### config.mk
export PLATFORM = sky130hd
export DESIGN_NAME = control_sequencer
export DESIGN_NICKNAME = d
export VERILOG_FILES = /design/src/rtl/cpu_pkg.sv /design/src/rtl/opcode_class_decode.sv /design/src/rtl/control_sequencer.sv
export SDC_FILE = /design/constraint.sdc
export NUM_CORES = 1
export LEC_CHECK = 0
export BUFFER_PORTS_ARGS = -buffer_cell sky130_fd_sc_hd__buf_4
export CAP_MARGIN = 30
export CORE_ASPECT_RATIO = 1.1
export CORE_MARGIN = 2
export CORE_UTILIZATION = 35
export CTS_BUF_LIST = sky130_fd_sc_hd__clkbuf_8
export DETAILED_ROUTE_END_ITERATION = 16
export HOLD_SLACK_MARGIN = 0.05
export PLACE_DENSITY = 0.62
export REMOVE_ABC_BUFFERS = 1
export SETUP_SLACK_MARGIN = 0.4
export SLEW_MARGIN = 20
export SYNTH_ARGS = -nofsm -noshare
export SYNTH_HDL_FRONTEND = slang
export SYNTH_SLANG_ARGS = --single-unit
### constraint.sdc
create_clock -name clock -period 4 [get_ports clock]
set_input_delay 0.4 -clock clock [delete_from_list [all_inputs] [get_ports clock]]
set_output_delay 0.4 -clock clock [all_outputs]
set_load 0.005 [all_outputs]
### src/rtl/cpu_pkg.sv
// Shared CPU encodings: opcodes, bus source bit indices, sequencer states, instruction classes.
// Used by the control sequencer, the ALU and the bus mux.
package cpu_pkg;

  localparam int OPC_W = 5;
  localparam int SRC_W = 9;

  localparam int SRC_REG    = 0;
  localparam int SRC_HI     = 1;
  localparam int SRC_LO     = 2;
  localparam int SRC_ZHI    = 3;
  localparam int SRC_ZLO    = 4;
  localparam int SRC_PC     = 5;
  localparam int SRC_MDR    = 6;
  localparam int SRC_INPORT = 7;
  localparam int SRC_C      = 8;

  localparam logic [OPC_W-1:0] OP_LD   = 5'd0,  OP_LDI  = 5'd1,  OP_ST   = 5'd2;
  localparam logic [OPC_W-1:0] OP_ADD  = 5'd3,  OP_SUB  = 5'd4,  OP_AND  = 5'd5;
  localparam logic [OPC_W-1:0] OP_OR   = 5'd6,  OP_SHR  = 5'd7,  OP_SHRA = 5'd8;
  localparam logic [OPC_W-1:0] OP_SHL  = 5'd9,  OP_ROR  = 5'd10, OP_ROL  = 5'd11;
  localparam logic [OPC_W-1:0] OP_ADDI = 5'd12, OP_ANDI = 5'd13, OP_ORI  = 5'd14;
  localparam logic [OPC_W-1:0] OP_MUL  = 5'd15, OP_DIV  = 5'd16, OP_NEG  = 5'd17;
  localparam logic [OPC_W-1:0] OP_NOT  = 5'd18, OP_BR   = 5'd19, OP_JR   = 5'd20;
  localparam logic [OPC_W-1:0] OP_JAL  = 5'd21, OP_IN   = 5'd22, OP_OUT  = 5'd23;
  localparam logic [OPC_W-1:0] OP_MFHI = 5'd24, OP_MFLO = 5'd25, OP_NOP  = 5'd26;
  localparam logic [OPC_W-1:0] OP_HALT = 5'd27;

  localparam logic [OPC_W-1:0] ALU_ADD = OP_ADD;

  localparam logic [3:0] ST_T0 = 4'd0, ST_T1 = 4'd1, ST_T2 = 4'd2, ST_T3 = 4'd3;
  localparam logic [3:0] ST_T4 = 4'd4, ST_T5 = 4'd5, ST_T6 = 4'd6, ST_T7 = 4'd7;
  localparam logic [3:0] ST_HALTED = 4'd8;

  typedef enum logic [3:0] {
    CL_ALU, CL_IMM, CL_UNARY, CL_MULDIV, CL_LD, CL_LDI, CL_ST, CL_BR,
    CL_JR, CL_JAL, CL_MFHI, CL_MFLO, CL_IN, CL_OUT, CL_NOP, CL_HALT
  } cls_e;

  typedef struct packed {
    logic [SRC_W-1:0] bus_src;
    logic gra, grb, grc, r_in, ba_out;
    logic pc_in, ir_in, mar_in, mdr_in, y_in, z_in, hi_in, lo_in, outport_in;
    logic inc_pc, mem_read, mem_write, halted;
    logic [OPC_W-1:0] alu_op;
    logic mem_gate;  // state waits on mem_ready; its load strobes fire only when ready
    logic con_gate;  // pc_in qualified by con_ff
  } ctrl_t;

  function automatic ctrl_t ctrl_idle();
    ctrl_idle = '0;
    ctrl_idle.alu_op = ALU_ADD;
  endfunction

  // Final execute step per class; the step after it returns to T0.
  function automatic logic [2:0] last_step(input cls_e c);
    case (c)
      CL_LD, CL_ST:                  last_step = 3'd7;
      CL_MULDIV:                     last_step = 3'd6;
      CL_ALU, CL_IMM, CL_LDI, CL_BR: last_step = 3'd5;
      CL_UNARY, CL_JAL:              last_step = 3'd4;
      default:                       last_step = 3'd3;
    endcase
  endfunction

endpackage

### src/rtl/opcode_class_decode.sv
// Combinational opcode-to-class map; reserved opcodes behave as NOP.
module opcode_class_decode
  import cpu_pkg::*;
(
  input  logic [OPC_W-1:0] opc_i,
  output cls_e             cls_o
);

  always_comb begin
    cls_o = CL_NOP;
    case (opc_i)
      OP_ADD, OP_SUB, OP_AND, OP_OR, OP_SHR,
      OP_SHRA, OP_SHL, OP_ROR, OP_ROL:   cls_o = CL_ALU;
      OP_ADDI, OP_ANDI, OP_ORI:          cls_o = CL_IMM;
      OP_NEG, OP_NOT:                    cls_o = CL_UNARY;
      OP_MUL, OP_DIV:                    cls_o = CL_MULDIV;
      OP_LD:                             cls_o = CL_LD;
      OP_LDI:                            cls_o = CL_LDI;
      OP_ST:                             cls_o = CL_ST;
      OP_BR:                             cls_o = CL_BR;
      OP_JR:                             cls_o = CL_JR;
      OP_JAL:                            cls_o = CL_JAL;
      OP_MFHI:                           cls_o = CL_MFHI;
      OP_MFLO:                           cls_o = CL_MFLO;
      OP_IN:                             cls_o = CL_IN;
      OP_OUT:                            cls_o = CL_OUT;
      OP_HALT:                           cls_o = CL_HALT;
      default:                           cls_o = CL_NOP;
    endcase
  end

endmodule

### src/rtl/control_sequencer.sv
// Hardwired fetch/decode/execute sequencer (T0..T7) for the single-bus datapath.
// Strobes are registered from the next state; memory-phase loads and the branch pc_in are qualified live.
module control_sequencer
  import cpu_pkg::*;
(
  input  logic             clock,
  input  logic             clear_n,
  input  logic [31:0]      ir,
  input  logic             con_ff,
  input  logic             mem_ready,
  input  logic             run,
  output logic [SRC_W-1:0] bus_src,
  output logic             gra,
  output logic             grb,
  output logic             grc,
  output logic             r_in,
  output logic             ba_out,
  output logic             pc_in,
  output logic             ir_in,
  output logic             mar_in,
  output logic             mdr_in,
  output logic             y_in,
  output logic             z_in,
  output logic             hi_in,
  output logic             lo_in,
  output logic             outport_in,
  output logic             inc_pc,
  output logic             mem_read,
  output logic             mem_write,
  output logic [OPC_W-1:0] alu_op,
  output logic             halted
);

  logic [3:0]       state_q, state_d;
  ctrl_t            ctrl_q, ctrl_d;
  cls_e             cls;
  logic [OPC_W-1:0] opc;
  logic [2:0]       last;
  logic             mem_wait;
  logic             unused_ir;

  assign opc       = ir[31:27];
  assign unused_ir = ^ir[26:0];
  assign last      = last_step(cls);
  assign mem_wait  = ctrl_q.mem_gate & ~mem_ready;

  opcode_class_decode u_dec (
    .opc_i (opc),
    .cls_o (cls)
  );

  always_comb begin
    state_d = state_q;
    case (state_q)
      ST_HALTED: if (run) state_d = ST_T0;
      ST_T0:     state_d = ST_T1;
      ST_T1:     if (!mem_wait) state_d = ST_T2;
      ST_T2:     state_d = (cls == CL_HALT) ? ST_HALTED : ST_T3;
      ST_T3, ST_T4, ST_T5, ST_T6, ST_T7: begin
        if (mem_wait)                  state_d = state_q;
        else if (state_q[2:0] == last) state_d = ST_T0;
        else                           state_d = state_q + 4'd1;
      end
      default:   state_d = ST_HALTED;
    endcase
  end

  // Control word for the state about to be entered.
  always_comb begin
    ctrl_d = ctrl_idle();
    case (state_d)
      ST_HALTED: ctrl_d.halted = 1'b1;
      ST_T0: begin
        ctrl_d.bus_src[SRC_PC] = 1'b1; ctrl_d.mar_in = 1'b1; ctrl_d.y_in = 1'b1;
        ctrl_d.inc_pc = 1'b1; ctrl_d.z_in = 1'b1;
      end
      ST_T1: begin
        ctrl_d.bus_src[SRC_ZLO] = 1'b1; ctrl_d.pc_in = 1'b1; ctrl_d.mem_read = 1'b1;
        ctrl_d.mdr_in = 1'b1; ctrl_d.mem_gate = 1'b1;
      end
      ST_T2: begin
        ctrl_d.bus_src[SRC_MDR] = 1'b1; ctrl_d.ir_in = 1'b1;
      end
      ST_T3: case (cls)
        CL_ALU, CL_IMM: begin ctrl_d.grb = 1'b1; ctrl_d.bus_src[SRC_REG] = 1'b1; ctrl_d.y_in = 1'b1; end
        CL_LD, CL_LDI, CL_ST: begin
          ctrl_d.grb = 1'b1; ctrl_d.ba_out = 1'b1; ctrl_d.bus_src[SRC_REG] = 1'b1; ctrl_d.y_in = 1'b1;
        end
        CL_UNARY: begin
          ctrl_d.grb = 1'b1; ctrl_d.bus_src[SRC_REG] = 1'b1; ctrl_d.alu_op = opc; ctrl_d.z_in = 1'b1;
        end
        CL_MULDIV: begin ctrl_d.gra = 1'b1; ctrl_d.bus_src[SRC_REG] = 1'b1; ctrl_d.y_in = 1'b1; end
        CL_BR:     begin ctrl_d.bus_src[SRC_PC] = 1'b1; ctrl_d.y_in = 1'b1; end
        CL_JR:     begin ctrl_d.gra = 1'b1; ctrl_d.bus_src[SRC_REG] = 1'b1; ctrl_d.pc_in = 1'b1; end
        CL_JAL:    begin ctrl_d.bus_src[SRC_PC] = 1'b1; ctrl_d.grb = 1'b1; ctrl_d.r_in = 1'b1; end
        CL_MFHI:   begin ctrl_d.bus_src[SRC_HI] = 1'b1; ctrl_d.gra = 1'b1; ctrl_d.r_in = 1'b1; end
        CL_MFLO:   begin ctrl_d.bus_src[SRC_LO] = 1'b1; ctrl_d.gra = 1'b1; ctrl_d.r_in = 1'b1; end
        CL_IN:     begin ctrl_d.bus_src[SRC_INPORT] = 1'b1; ctrl_d.gra = 1'b1; ctrl_d.r_in = 1'b1; end
        CL_OUT:    begin ctrl_d.gra = 1'b1; ctrl_d.bus_src[SRC_REG] = 1'b1; ctrl_d.outport_in = 1'b1; end
        default: ;
      endcase
      ST_T4: case (cls)
        CL_ALU: begin
          ctrl_d.grc = 1'b1; ctrl_d.bus_src[SRC_REG] = 1'b1; ctrl_d.alu_op = opc; ctrl_d.z_in = 1'b1;
        end
        CL_IMM:    begin ctrl_d.bus_src[SRC_C] = 1'b1; ctrl_d.alu_op = opc; ctrl_d.z_in = 1'b1; end
        CL_UNARY:  begin ctrl_d.bus_src[SRC_ZLO] = 1'b1; ctrl_d.gra = 1'b1; ctrl_d.r_in = 1'b1; end
        CL_MULDIV: begin
          ctrl_d.grb = 1'b1; ctrl_d.bus_src[SRC_REG] = 1'b1; ctrl_d.alu_op = opc; ctrl_d.z_in = 1'b1;
        end
        CL_LD, CL_LDI, CL_ST, CL_BR: begin ctrl_d.bus_src[SRC_C] = 1'b1; ctrl_d.z_in = 1'b1; end
        CL_JAL:    begin ctrl_d.gra = 1'b1; ctrl_d.bus_src[SRC_REG] = 1'b1; ctrl_d.pc_in = 1'b1; end
        default: ;
      endcase
      ST_T5: case (cls)
        CL_ALU, CL_IMM, CL_LDI: begin ctrl_d.bus_src[SRC_ZLO] = 1'b1; ctrl_d.gra = 1'b1; ctrl_d.r_in = 1'b1; end
        CL_MULDIV:   begin ctrl_d.bus_src[SRC_ZLO] = 1'b1; ctrl_d.lo_in = 1'b1; end
        CL_LD, CL_ST: begin ctrl_d.bus_src[SRC_ZLO] = 1'b1; ctrl_d.mar_in = 1'b1; end
        CL_BR: begin ctrl_d.bus_src[SRC_ZLO] = 1'b1; ctrl_d.pc_in = 1'b1; ctrl_d.con_gate = 1'b1; end
        default: ;
      endcase
      ST_T6: case (cls)
        CL_MULDIV: begin ctrl_d.bus_src[SRC_ZHI] = 1'b1; ctrl_d.hi_in = 1'b1; end
        CL_LD:     begin ctrl_d.mem_read = 1'b1; ctrl_d.mdr_in = 1'b1; ctrl_d.mem_gate = 1'b1; end
        CL_ST:     begin ctrl_d.gra = 1'b1; ctrl_d.bus_src[SRC_REG] = 1'b1; ctrl_d.mdr_in = 1'b1; end
        default: ;
      endcase
      ST_T7: case (cls)
        CL_LD: begin ctrl_d.bus_src[SRC_MDR] = 1'b1; ctrl_d.gra = 1'b1; ctrl_d.r_in = 1'b1; end
        CL_ST: begin ctrl_d.mem_write = 1'b1; ctrl_d.mem_gate = 1'b1; end
        default: ;
      endcase
      default: ;
    endcase
  end

  always_ff @(posedge clock or negedge clear_n) begin
    if (!clear_n) begin
      state_q <= ST_HALTED;
      ctrl_q  <= ctrl_idle();
    end else begin
      state_q <= state_d;
      ctrl_q  <= ctrl_d;
    end
  end

  assign bus_src    = ctrl_q.bus_src;
  assign gra        = ctrl_q.gra;
  assign grb        = ctrl_q.grb;
  assign grc        = ctrl_q.grc;
  assign r_in       = ctrl_q.r_in;
  assign ba_out     = ctrl_q.ba_out;
  assign pc_in      = ctrl_q.pc_in & (~ctrl_q.mem_gate | mem_ready) & (~ctrl_q.con_gate | con_ff);
  assign ir_in      = ctrl_q.ir_in;
  assign mar_in     = ctrl_q.mar_in;
  assign mdr_in     = ctrl_q.mdr_in & (~ctrl_q.mem_gate | mem_ready);
  assign y_in       = ctrl_q.y_in;
  assign z_in       = ctrl_q.z_in;
  assign hi_in      = ctrl_q.hi_in;
  assign lo_in      = ctrl_q.lo_in;
  assign outport_in = ctrl_q.outport_in;
  assign inc_pc     = ctrl_q.inc_pc;
  assign mem_read   = ctrl_q.mem_read;
  assign mem_write  = ctrl_q.mem_write;
  assign alu_op     = ctrl_q.alu_op;
  assign halted     = ctrl_q.halted;

  a_bus_onehot: assert property (@(posedge clock) disable iff (!clear_n) $onehot0(bus_src));

endmodule

==> results of run 1 <==
-- kinds of logic (layout without fill, tap and decap cells) --
kind of cell	count (synthesis)	count (layout)
AOI/OAI and AO/OA	75	75
xor gates and xnor gates	3	3
adders and majority gates	9	9
buffers and inverters	39	64
DFF	37	37
muxes	5	5
and+or+nand+nor	91	91
-- cell usage in the layout (no fill, tap or decap), drive strengths merged, types with 4 or more instances in the layout --
cell type	netlist	final
buf	21	42
dfrtp	34	34
nor2	20	20
nand2	19	19
inv	14	15
a21oi	15	15
o21ai	15	15
nor3	10	10
and2	8	8
nand3	8	8
ha	8	8
nand4	7	7
o211ai	6	6
clkbuf	4	5
nor4	5	5
o21a	4	4
mux2i	4	4
-- registers in the layout, indices dropped and copies added, names as in the netlist, 4 cells and up --
name / count
bus_src: 9
alu_op: 5
ctrl_q: 4
state_q: 4
-- final cells by class --
cell class                      count  area [um2]
Clock buffer                        5        68.8
Clock inverter                      3        13.8
Fill cell                         718        4120
Inverter                           14        52.6
Multi-Input combinational cell    183        1330
Sequential cell                    37         930
Tap cell                           85         106
Timing Repair Buffer               42         315
-- routing by layer --
| layer | part of all wire [%] | vias up | global-route usage (%) |
|---|---|---|---|
| met5 | 0 | - | 0 |
| met4 | 1.8 | 0 | 5.65 |
| met3 | 3.8 | 9 | 2.07 |
| met2 | 51 | 62 | 26.3 |
| met1 | 44 | 1023 | 20.6 |
| li1 | - | 983 | - |
-- where the power goes --
group,total [mW],switching (mW),internal [mW]
registers,0.484,0.0355,0.449
clock network,0.244,0.126,0.118
logic,0.799,0.507,0.291
-- critical path, delay by kind of cell, from the launching register on --
kind | cells | cell delay [ps]
AO/OA/AOI/OAI | 7 | 1430
AND/OR/NAND/NOR | 2 | 600
flip-flops | 1 | 450
buffers and inverters | 2 | 420
adder cells (fa/ha/maj) | 1 | 270
-- per-stage QoR --
step	worst slack, ps	instances	utilization [%]	hold WS, ps
3_3_place_gp	557	361	39.4	379
2_1_floorplan	1060	234	-	104
5_1_grt	610	369	40.6	87.2
3_5_place_dp	533	361	39.4	387
6_report	754	369	40.6	54.9
4_1_cts	804	369	40.6	72.3
-- worst max-delay path by stage --
stage,startpoint,end,slack (ps),cells after the start
detailed placement,ir[27],ctrl_q[1],530,12
CTS,state_q[0],ctrl_q[1],800,12
floorplan,ir[27],ctrl_q[1],1060,11
finish,state_q[0],ctrl_q[1],750,12
global route,state_q[0],ctrl_q[1],610,12
global placement,ir[27],ctrl_q[1],560,12
==> metrics.yaml, run 1 <==
run_status:
  outcome: "finished, final reports clean"
die:
  dieArea_mm2: 0.00778
  die_x_um: 84.3
  core_mm2: 0.00693
  ios: 69
  die_height_um: 92.3
  rows: 32
  start_util_pct: 35.8
flow_run:
  maxCapViolCount: 0
route:
  routed_wl_um: 5970
  vias: 2077
  drc: 0
  ant_nets: 0
  firstDrtPassIters: 5
  drt_iter0_markers: 230
  wl_per_cell_um: 16.2
  vias_per_cell: 5.63
setup_path:
  cp_cell_sequence: "inv_1 > ha_1 > nor4bb_1 > a21oi_1 > a21oi_1 > a31oi_1 > o21a_1 > a31o_4 > inv_2 > nand3_1 > o31ai_2 > a31o_1"
  slowest_delay_ps: 450
  path_max_fanout: 13
  timing.rr.start: "state_q[0]"
  path_common_cell: "a21oi_1"
  rr_worst_depth: 12
  crit_path_end_kind: "register"
  worstSetupPathType: "reg -> reg"
  ff2ff_setup_slack_ps: 750
  cp-start-kind: "register"
  crit_path_top_delay_cell: "dfrtp_1"
  required_ps: 4230
  arrival_ps: 3480
  r2r_end: "ctrl_q[1]"
place:
  io_buffers: 41
  dpl.hpwl_um: 4480
  place_area_mm2: 0.00273
  gp_congestion: 0.866
timing:
  relSlewSlack_pct: 57.7
  report.final.slew_viol_count: 0
  fin_skew_ps: 6.58
  finalSetupTns_ps: 0
  rsz0062_at_grt: "no"
  fin_crit_ps: 3250
  setup_violations: 0
  fmax_mhz: 308
  fin_crit_sh_pct: 81.1
  finalHoldViolCount: 0
  worst_pin_slew_ps: 625
clocking:
  ctsResizeCount: 0
  path_clk_slew_ps: 70
  holdBufCountCts: 0
  cts-root-buf: "clkbuf_8"
  numCtsBuffers: 5
  cts.sinks: 37
  cts-htree-levels: 2
  cts_buffer_depth: 2
  clock_latency_ps: 290
  cts_tree: "yes"
  cts_setup_buffers: 0
global_routing:
  grt_max_degree: 38
  grt_pass1_vias: 1967
  track_usage_pct: 15.7
  overflow: 0
  grt_first_pass_wirelength_um: 9830
  antenna_found_initial: 0
yosys:
  yosys.area_share.simple_pct: 21.4
  synth_area_leaders: "dfrtp_1 (34%), buf_4 (4.8%), ha_1 (4.0%), dfstp_2 (3.2%), nand2_1 (2.9%)"
  muxShareOfSynthArea_pct: 2.07
  async_reset_ff_share_pct: 100
  synth_warnings: 0
  yosys.area_share.adder_pct: 4.44
  synth_top_area_share_pct: 34.3
  synth_top_family_by_area: "compound AO/OA/AOI/OAI gates"
  syn_area_mm2: 0.00248
  yosysTopAreaCell: "dfrtp_1"
  ys_seq_area_share_pct: 37.5
  ys_types: 68
  synth-seq-cells: 37
  synth_compound_area_share_pct: 24.2
  synth_common_cells: "dfrtp_1 (34), nand2_1 (19), nor2_1 (19)"
  synthCells: 259
  synth-xor-area-share_pct: 1.36
  synthFlopType: "dfrtp_1"
  syn_area_per_cell_um2: 9.57
  synth_edf_count: 0
  yosysMostFrequentCell: "dfrtp_1"
power:
  vdd_ir_drop_max_v: 0.000254
  p_per_area_mw_per_mm2: 543
  power_mw: 1.53
  p_leak_nw: 1.24
layout:
  drive_gt1_share_pct: 27.8
  antenna_cells: 0
  syn2layout_area_growth_pct: 13.4
  nNetsFinal: 328
  stdcell_area_mm2: 0.00281
min_path:
  holdCritPathClass: "in -> async"
(Power assumes the default switching activity.)
==> run 2, diff against run 1 <==
--- a/config.mk
+++ b/config.mk
@@ -13,7 +13,7 @@
 export CTS_BUF_LIST = sky130_fd_sc_hd__clkbuf_8
 export DETAILED_ROUTE_END_ITERATION = 16
 export HOLD_SLACK_MARGIN = 0.05
-export PLACE_DENSITY = 0.62
+export PLACE_DENSITY = 0.64
 export REMOVE_ABC_BUFFERS = 1
 export SETUP_SLACK_MARGIN = 0.4
 export SLEW_MARGIN = 20
==> constraint.sdc (replaced) <==
create_clock -name clock -period 2.64 [get_ports clock]
set_input_delay 0.264 -clock clock [delete_from_list [all_inputs] [get_ports clock]]
set_output_delay 0.264 -clock clock [all_outputs]
set_load 0.005 [all_outputs]
==> run 2 against run 1 <==
  * Sequential share of layout area down 11 points
  * Die area unchanged
  * Largest power group unchanged
  * Fmax up 28%
  * Via count is 22% higher
  * Utilization increased by 20 points
  * Sequential power up 49%
  * Register-to-register slack worse by 660 ps
  * Largest cell class unchanged
  * Non-clock buffer count increased by 103
  * Cell count increased by 28%
  * First-iteration DRC count shrank 37%
==> metrics.yaml, run 2 (synthesis results as in run 1) <==
layout:
  post-route-util_pct: 60.1  # +20 points
  instances_no_fill: 471  # +28%
  nNetsFinal: 431  # +31%
  largest_reg_flops: 9  # unchanged
  nFillCells: 564  # -21%
  antenna_cells: 0  # unchanged
  layout_commonest_cell: "buf_4"
  drive_gt1_share_pct: 63.0  # +35 points
  final_cell_mix: "buf_4 (121), dfrtp_1 (34), buf_6 (20)"
  syn2layout_area_growth_pct: 67.9
clocking:
  cts-htree-levels: 2  # unchanged
  clock_latency_ps: 300  # about the same
  path_clk_slew_ps: 80  # about the same
  numCtsBuffers: 5  # unchanged
  cts_tree: "yes"
  cts.sinks: 37  # unchanged
  cts_buffer_depth: 2  # unchanged
  cts-root-buf: "clkbuf_8"
setup_path:
  arrival_ps: 2720  # -760 ps
  worstSetupPathType: "reg -> reg"
  crit_path_end_kind: "register"
  required_ps: 2820  # -1410 ps
  path_max_fanout: 5  # -8
  cp-start-kind: "register"
global_routing:
  use_met1_pct: 23.4  # +2.8 points
  grt_max_degree: 38  # unchanged
  track_usage_pct: 20.0  # +4.4 points
  overflow: 0  # unchanged
  use_met2_pct: 36.1  # +9.9 points
  gr-usage-met3_pct: 3.06  # +0.99 points
  grt_first_pass_wirelength_um: 12400  # +26%
  grt_pass1_vias: 2578  # +31%
  antenna_found_initial: 0  # unchanged
  grt.busiest_layer: "met2"
place:
  pre_cts_slack_ps: -356  # -889 ps
  dpl.hpwl_um: 5270  # +18%
  dp.cells: 430  # +19%
  io_buffers: 41  # unchanged
  gp_congestion: 0.875  # +0.99%
power:
  power_mw: 3.48  # +130%
  vdd_ir_drop_max_v: 0.000542  # +110%
  p_per_area_mw_per_mm2: 835  # +54%
  p_leak_nw: 1.85  # +49%
timing:
  report.final.slew_viol_count: 0  # unchanged
  rsz0062_at_grt: "yes"
  finalHoldViolCount: 0  # unchanged
  worst_pin_slew_ps: 762  # +137 ps
  whs_ps: 285  # +230 ps
  fmax_mhz: 394  # +28%
  fin_crit_ps: 2540  # -705 ps
  fin_crit_sh_pct: 96.2  # +15 points
  fin_skew_ps: 17.0  # +10.4 ps
  setup_violations: 0  # unchanged
  setup_ws_ps: 99.2  # -655 ps
  relSlewSlack_pct: 48.7  # -9.1 points
min_path:
  holdCritPathClass: "in -> reg"
route:
  routed_wl_um: 7690  # +29%
  ant_nets: 0  # unchanged
  drc: 0  # unchanged
  wl_per_cell_um: 16.3  # +0.93%
  firstDrtPassIters: 4  # -1
  vias_per_cell: 5.39  # -4.3%
  vias: 2538  # +22%
  drt_iter0_markers: 145  # -37%
run_status:
  outcome: "finished, final reports clean"
die:
  rows: 32  # unchanged
  core_mm2: 0.00693  # unchanged
  start_util_pct: 35.8  # unchanged
  die_x_um: 84.3  # unchanged
  ios: 69  # unchanged
  dieArea_mm2: 0.00778  # unchanged
  die_height_um: 92.3  # unchanged
flow_run:
  maxCapViolCount: 0  # unchanged
==> run 2: cell types whose count changed in the layout (fill, tap and decap cells not counted), sizes merged <==
cell | previous run | this run
buf | 42 | 144
clkinv | 2 | 0
clkbuf | 5 | 6
dlygate4sd3 | 0 | 1
==> run 2: cell type report <==
class	instances	area (um2)	share of cell area (%)
multi-input combinational	183	1780	42.7
clock inverter	1	3.75	0.0901
tap	85	106	2.55
inverter	14	60.1	1.44
timing repair buffer	145	1200	28.9
clock buffer	6	82.6	1.98
sequential	37	930	22.3
==> run 2: worst paths after layout <==
| check | start | endpoint | slack [ps] | cells after the start |
|---|---|---|---|---|
| hold / removal | ir[27] | alu_op[0] | 280 | 4 |
| setup reg to reg | state_q[0] | ctrl_q[1] | 100 | 13 |
| min in group asynchronous | clear_n | mem_read | 460 | 2 |
| hold reg to reg | state_q[0] | state_q[0] | 1080 | 5 |
| max in group asynchronous | clear_n | alu_op[0] | 1810 | 2 |
| setup / recovery | state_q[0] | ctrl_q[1] | 100 | 13 |
==> run 2: repair_timing <==
action                                 4_1_cts  5_1_grt
endpoints found under the hold margin       34        0
gates resized for setup                    100       17
hold buffers                                 1        0
setup endpoints to repair                   35       33
cloned                                       1        0
pin swaps                                   52       11
buffers inserted                            29        3
==> run 2: power by group <==
group | leakage, nW | internal [mW] | total, mW | switching [mW]
registers | 0.493 | 0.681 | 0.723 | 0.0427
logic | 1.31 | 1.20 | 2.35 | 1.15
clock network | 0.0485 | 0.203 | 0.400 | 0.197
total | 1.85 | 2.09 | 3.48 | 1.39
==> run 2: per-layer routing <==
layer | vias to the layer above | share of wire (%) | wire, um
met5 | - | 0 | 0
met2 | 87 | 52 | 4030
li1 | 1197 | - | -
met4 | 0 | 2.3 | 178
met3 | 14 | 4.7 | 358
met1 | 1240 | 41 | 3120
==> run 2: critical path: stages, from the launching register on <==
cell and delay (ps):
dfrtp_1 390, inv_2 70, buf_6 120, ha_4 160, o31ai_2 210, a21o_1 240, a21oi_2 80, a31oi_2 220
o31a_1 200, a31o_4 170, inv_4 60, nand4_1 160, o31ai_2 110, a31o_1 220
==> run 2: metrics by stage <==
| stage | area [um2] | TNS, ps |
|---|---|---|
| floorplan | 2310 | -1430 |
| global placement | 3260 | -8370 |
| detailed placement | 3260 | -8890 |
| CTS | 4060 | 0 |
| global route | 4160 | -22.3 |
| finish | 4160 | 0 |
==> run 3, diff against run 2 <==
--- a/config.mk
+++ b/config.mk
@@ -5,18 +5,20 @@
 export SDC_FILE = /design/constraint.sdc
 export NUM_CORES = 1
 export LEC_CHECK = 0
+export ABC_CLOCK_PERIOD_IN_PS = 2640
 export BUFFER_PORTS_ARGS = -buffer_cell sky130_fd_sc_hd__buf_4
 export CAP_MARGIN = 30
 export CORE_ASPECT_RATIO = 1.1
-export CORE_MARGIN = 2
+export CORE_MARGIN = 4
 export CORE_UTILIZATION = 35
 export CTS_BUF_LIST = sky130_fd_sc_hd__clkbuf_8
 export DETAILED_ROUTE_END_ITERATION = 16
 export HOLD_SLACK_MARGIN = 0.05
-export PLACE_DENSITY = 0.64
+export PLACE_DENSITY = 0.65
 export REMOVE_ABC_BUFFERS = 1
 export SETUP_SLACK_MARGIN = 0.4
 export SLEW_MARGIN = 20
 export SYNTH_ARGS = -nofsm -noshare
 export SYNTH_HDL_FRONTEND = slang
+export SYNTH_HIERARCHICAL = 1
 export SYNTH_SLANG_ARGS = --single-unit
==> run 3 against run 2 <==
  * The run now ends with negative setup slack left
  * Count of clock-buffer cells in the layout unchanged
  * Register-to-register slack worse by 370 ps
  * Clock skew down 12 ps
  * Non-clock buffer count down 29
  * Via count down 10%
  * Global-route usage down 2.6 points
  * Hold slack better by 3.2 ps
  * Synthesized cell count down 1.9%
  * Die area up 0.40%
  * Critical endpoint is now outport_in
  * Largest power group unchanged
==> metrics.yaml, run 3 <==
layout:
  layout_commonest_cell: "buf_4"
  antenna_cells: 0  # unchanged
  nFillCells: 544  # -3.5%
  drive_gt1_share_pct: 50.1  # -13 points
  nNetsFinal: 394  # -8.6%
  largest_reg_flops: 9  # unchanged
  final_cell_mix: "buf_4 (102), dfrtp_1 (34), nand2_1 (22)"
  instances_no_fill: 431  # -8.5%
  syn2layout_area_growth_pct: 56.2
clocking:
  cts-root-buf: "clkbuf_8"
  cts.sinks: 37  # unchanged
  cts_buffer_depth: 2  # unchanged
  path_clk_slew_ps: 70  # about the same
  clock_latency_ps: 290  # about the same
  cts-htree-levels: 2  # unchanged
  cts_tree: "yes"
  numCtsBuffers: 5  # unchanged
timing:
  finalSetupTns_ps: -7740  # -7740 ps
  rsz0062_at_grt: "yes"
  fin_skew_ps: 5.07  # -11.9 ps
  finalHoldViolCount: 0  # unchanged
  report.final.slew_viol_count: 0  # unchanged
  fmax_mhz: 332  # -16%
  fin_crit_ps: 3010  # +473 ps
  relSlewSlack_pct: 68.7  # +20 points
  setup_violations: 32  # +32
  fin_crit_sh_pct: 114  # +18 points
  worst_pin_slew_ps: 469  # -293 ps
  setup_ws_ps: -374  # -473 ps
setup_path:
  rr_worst_depth: 12  # -1
  r2r_end: "outport_in"
  path_max_fanout: 5  # unchanged
  worstSetupPathType: "in -> reg"
  arrival_ps: 3220  # +500 ps
  ff2ff_setup_slack_ps: -270  # -370 ps
  required_ps: 2850  # +30 ps
  crit_path_end_kind: "register"
  cp-start-kind: "primary input"
  timing.rr.start: "state_q[1]"
yosys:
  ys_types: 53  # -22%
  synth_top_area_share_pct: 37.7  # +3.3 points
  synth_area_leaders: "dfrtp_1 (38%), buf_4 (5.0%), nand2_1 (4.0%), ha_1 (3.9%), dfstp_2 (3.5%)"
  synth-seq-cells: 37  # unchanged
  ys_seq_area_share_pct: 41.1  # +3.7 points
  yosysTopAreaCell: "dfrtp_1"
  synth_common_cells: "dfrtp_1 (34), nand2_1 (24), nor2_1 (17)"
  syn_area_mm2: 0.00226  # -8.9%
  synthFlopType: "dfrtp_1"
  synthCells: 254  # -1.9%
  syn_area_per_cell_um2: 8.90  # -7.1%
  synth_warnings: 6  # +6
  async_reset_ff_share_pct: 100  # unchanged
  synth_edf_count: 0  # unchanged
  yosysMostFrequentCell: "dfrtp_1"
route:
  ant_nets: 0  # unchanged
  routed_wl_um: 6930  # -9.9%
  firstDrtPassIters: 4  # unchanged
  wl_per_cell_um: 16.1  # -1.6%
  drt_iter0_markers: 124  # -14%
  vias: 2280  # -10%
  vias_per_cell: 5.29  # -1.8%
  drc: 0  # unchanged
die:
  die_x_um: 84.6  # +0.42%
  core_mm2: 0.00623  # -10%
  die_height_um: 92.3  # about the same
  ios: 69  # unchanged
  start_util_pct: 36.3  # +0.46 points
  rows: 30  # -6.3%
  dieArea_mm2: 0.00781  # +0.40%
global_routing:
  antenna_found_initial: 0  # unchanged
  grt_pass1_vias: 2232  # -13%
  grt_max_degree: 38  # unchanged
  track_usage_pct: 17.4  # -2.6 points
  grt_first_pass_wirelength_um: 10800  # -13%
  overflow: 0  # unchanged
run_status:
  outcome: "finished, violations left"
  violations: "negative setup slack"
min_path:
  hold_path_end: "alu_op[3]"
  min_path_cells: 2  # -2
  holdCritPathClass: "in -> reg"
  worstHoldStart: "ir[30]"
flow_run:
  maxCapViolCount: 0  # unchanged
power:
  p_leak_nw: 1.65  # -11%
  p_per_area_mw_per_mm2: 808  # -3.2%
  vdd_ir_drop_max_v: 0.000554  # +2.2%
place:
  dpl.hpwl_um: 4720  # -10%
  gp_congestion: 0.874  # -0.17%
  dp.cells: 407  # -5.3%
  io_buffers: 41  # unchanged
==> run 3: stage by stage <==
stage / setup WS, ps / power, mW / hold WS (ps) / util (%) / cell area, um2
finish: -374 / 2.85 / 288 / 56.6 / 3530
global route: -459 / 3.02 / 288 / 56.6 / 3530
CTS: -295 / 2.58 / 271 / 53.3 / 3320
detailed placement: -924 / 1.92 / 261 / 47.2 / 2940
global placement: -908 / 1.92 / 251 / 47.2 / 2940
floorplan: -1260 / 1.30 / -31.6 / - / 2090
==> run 3: layout make-up <==
type	instances	area [um2]	share of cell area, %
sequential	37	930	26.3
inverter	13	50.0	1.42
multi-input combinational	177	1430	40.5
tap	80	100	2.84
timing repair buffer	116	930	26.3
clock inverter	2	7.51	0.213
clock buffer	6	82.6	2.34
==> run 3: worst max-delay path: stages <==
cell and delay (ps):
buf_4 130, o21a_1 180, a221o_1 260, a22o_1 240, or3b_4 430, o21ai_2 100, xnor2_2 110, buf_4 150
o31ai_4 260, inv_2 70, or4_4 580, buf_4 170, buf_6 120, nor3_4 150
==> run 3: how the worst max path moves through the flow <==
stage           start         end  slack (ps)  cells after the start
3_3_place_gp   ir[27]   alu_op[4]        -910                     13
4_1_cts        ir[28]  bus_src[0]        -300                     12
3_5_place_dp   ir[27]   alu_op[4]        -920                     13
2_1_floorplan  ir[27]  bus_src[0]       -1260                     13
6_report       ir[29]  outport_in        -370                     14
5_1_grt        ir[28]  bus_src[0]        -460                     14
==> run 3: power breakdown <==
group          internal [mW]  switching, mW
registers              0.671         0.0452
clock network          0.205          0.202
logic                  0.880          0.848
total                   1.76           1.10
==> run 3: cell families after synthesis <==
logic type	Yosys count	synth area share, %
AOI/OAI and AO/OA	58	17.8
xor gates and xnor gates	3	1.16
adders and majority gates	7	3.88
buffers and inverters	40	9.63
DFF	37	41.1
muxes	2	1.11
and+or+nand+nor	107	25.3
==> run 3: repair_timing <==
item | in CTS | in global routing
pin swaps | 5 | 15
buffers inserted | 8 | 7
hold buffers | 1 | 0
setup endpoints to repair | 37 | 37
hold endpoints to repair | 34 | 0
cloned | 0 | 0
gates resized for setup | 43 | 34
==> run 3: routing by layer <==
metal  track usage [%]  up-vias  share of wire (%)
met5                 0        -                  0
met4              7.39        0                1.8
met3              3.32       10                4.7
met2              31.0       66                 53
met1              20.2     1123                 40
li1                  -     1081                  -
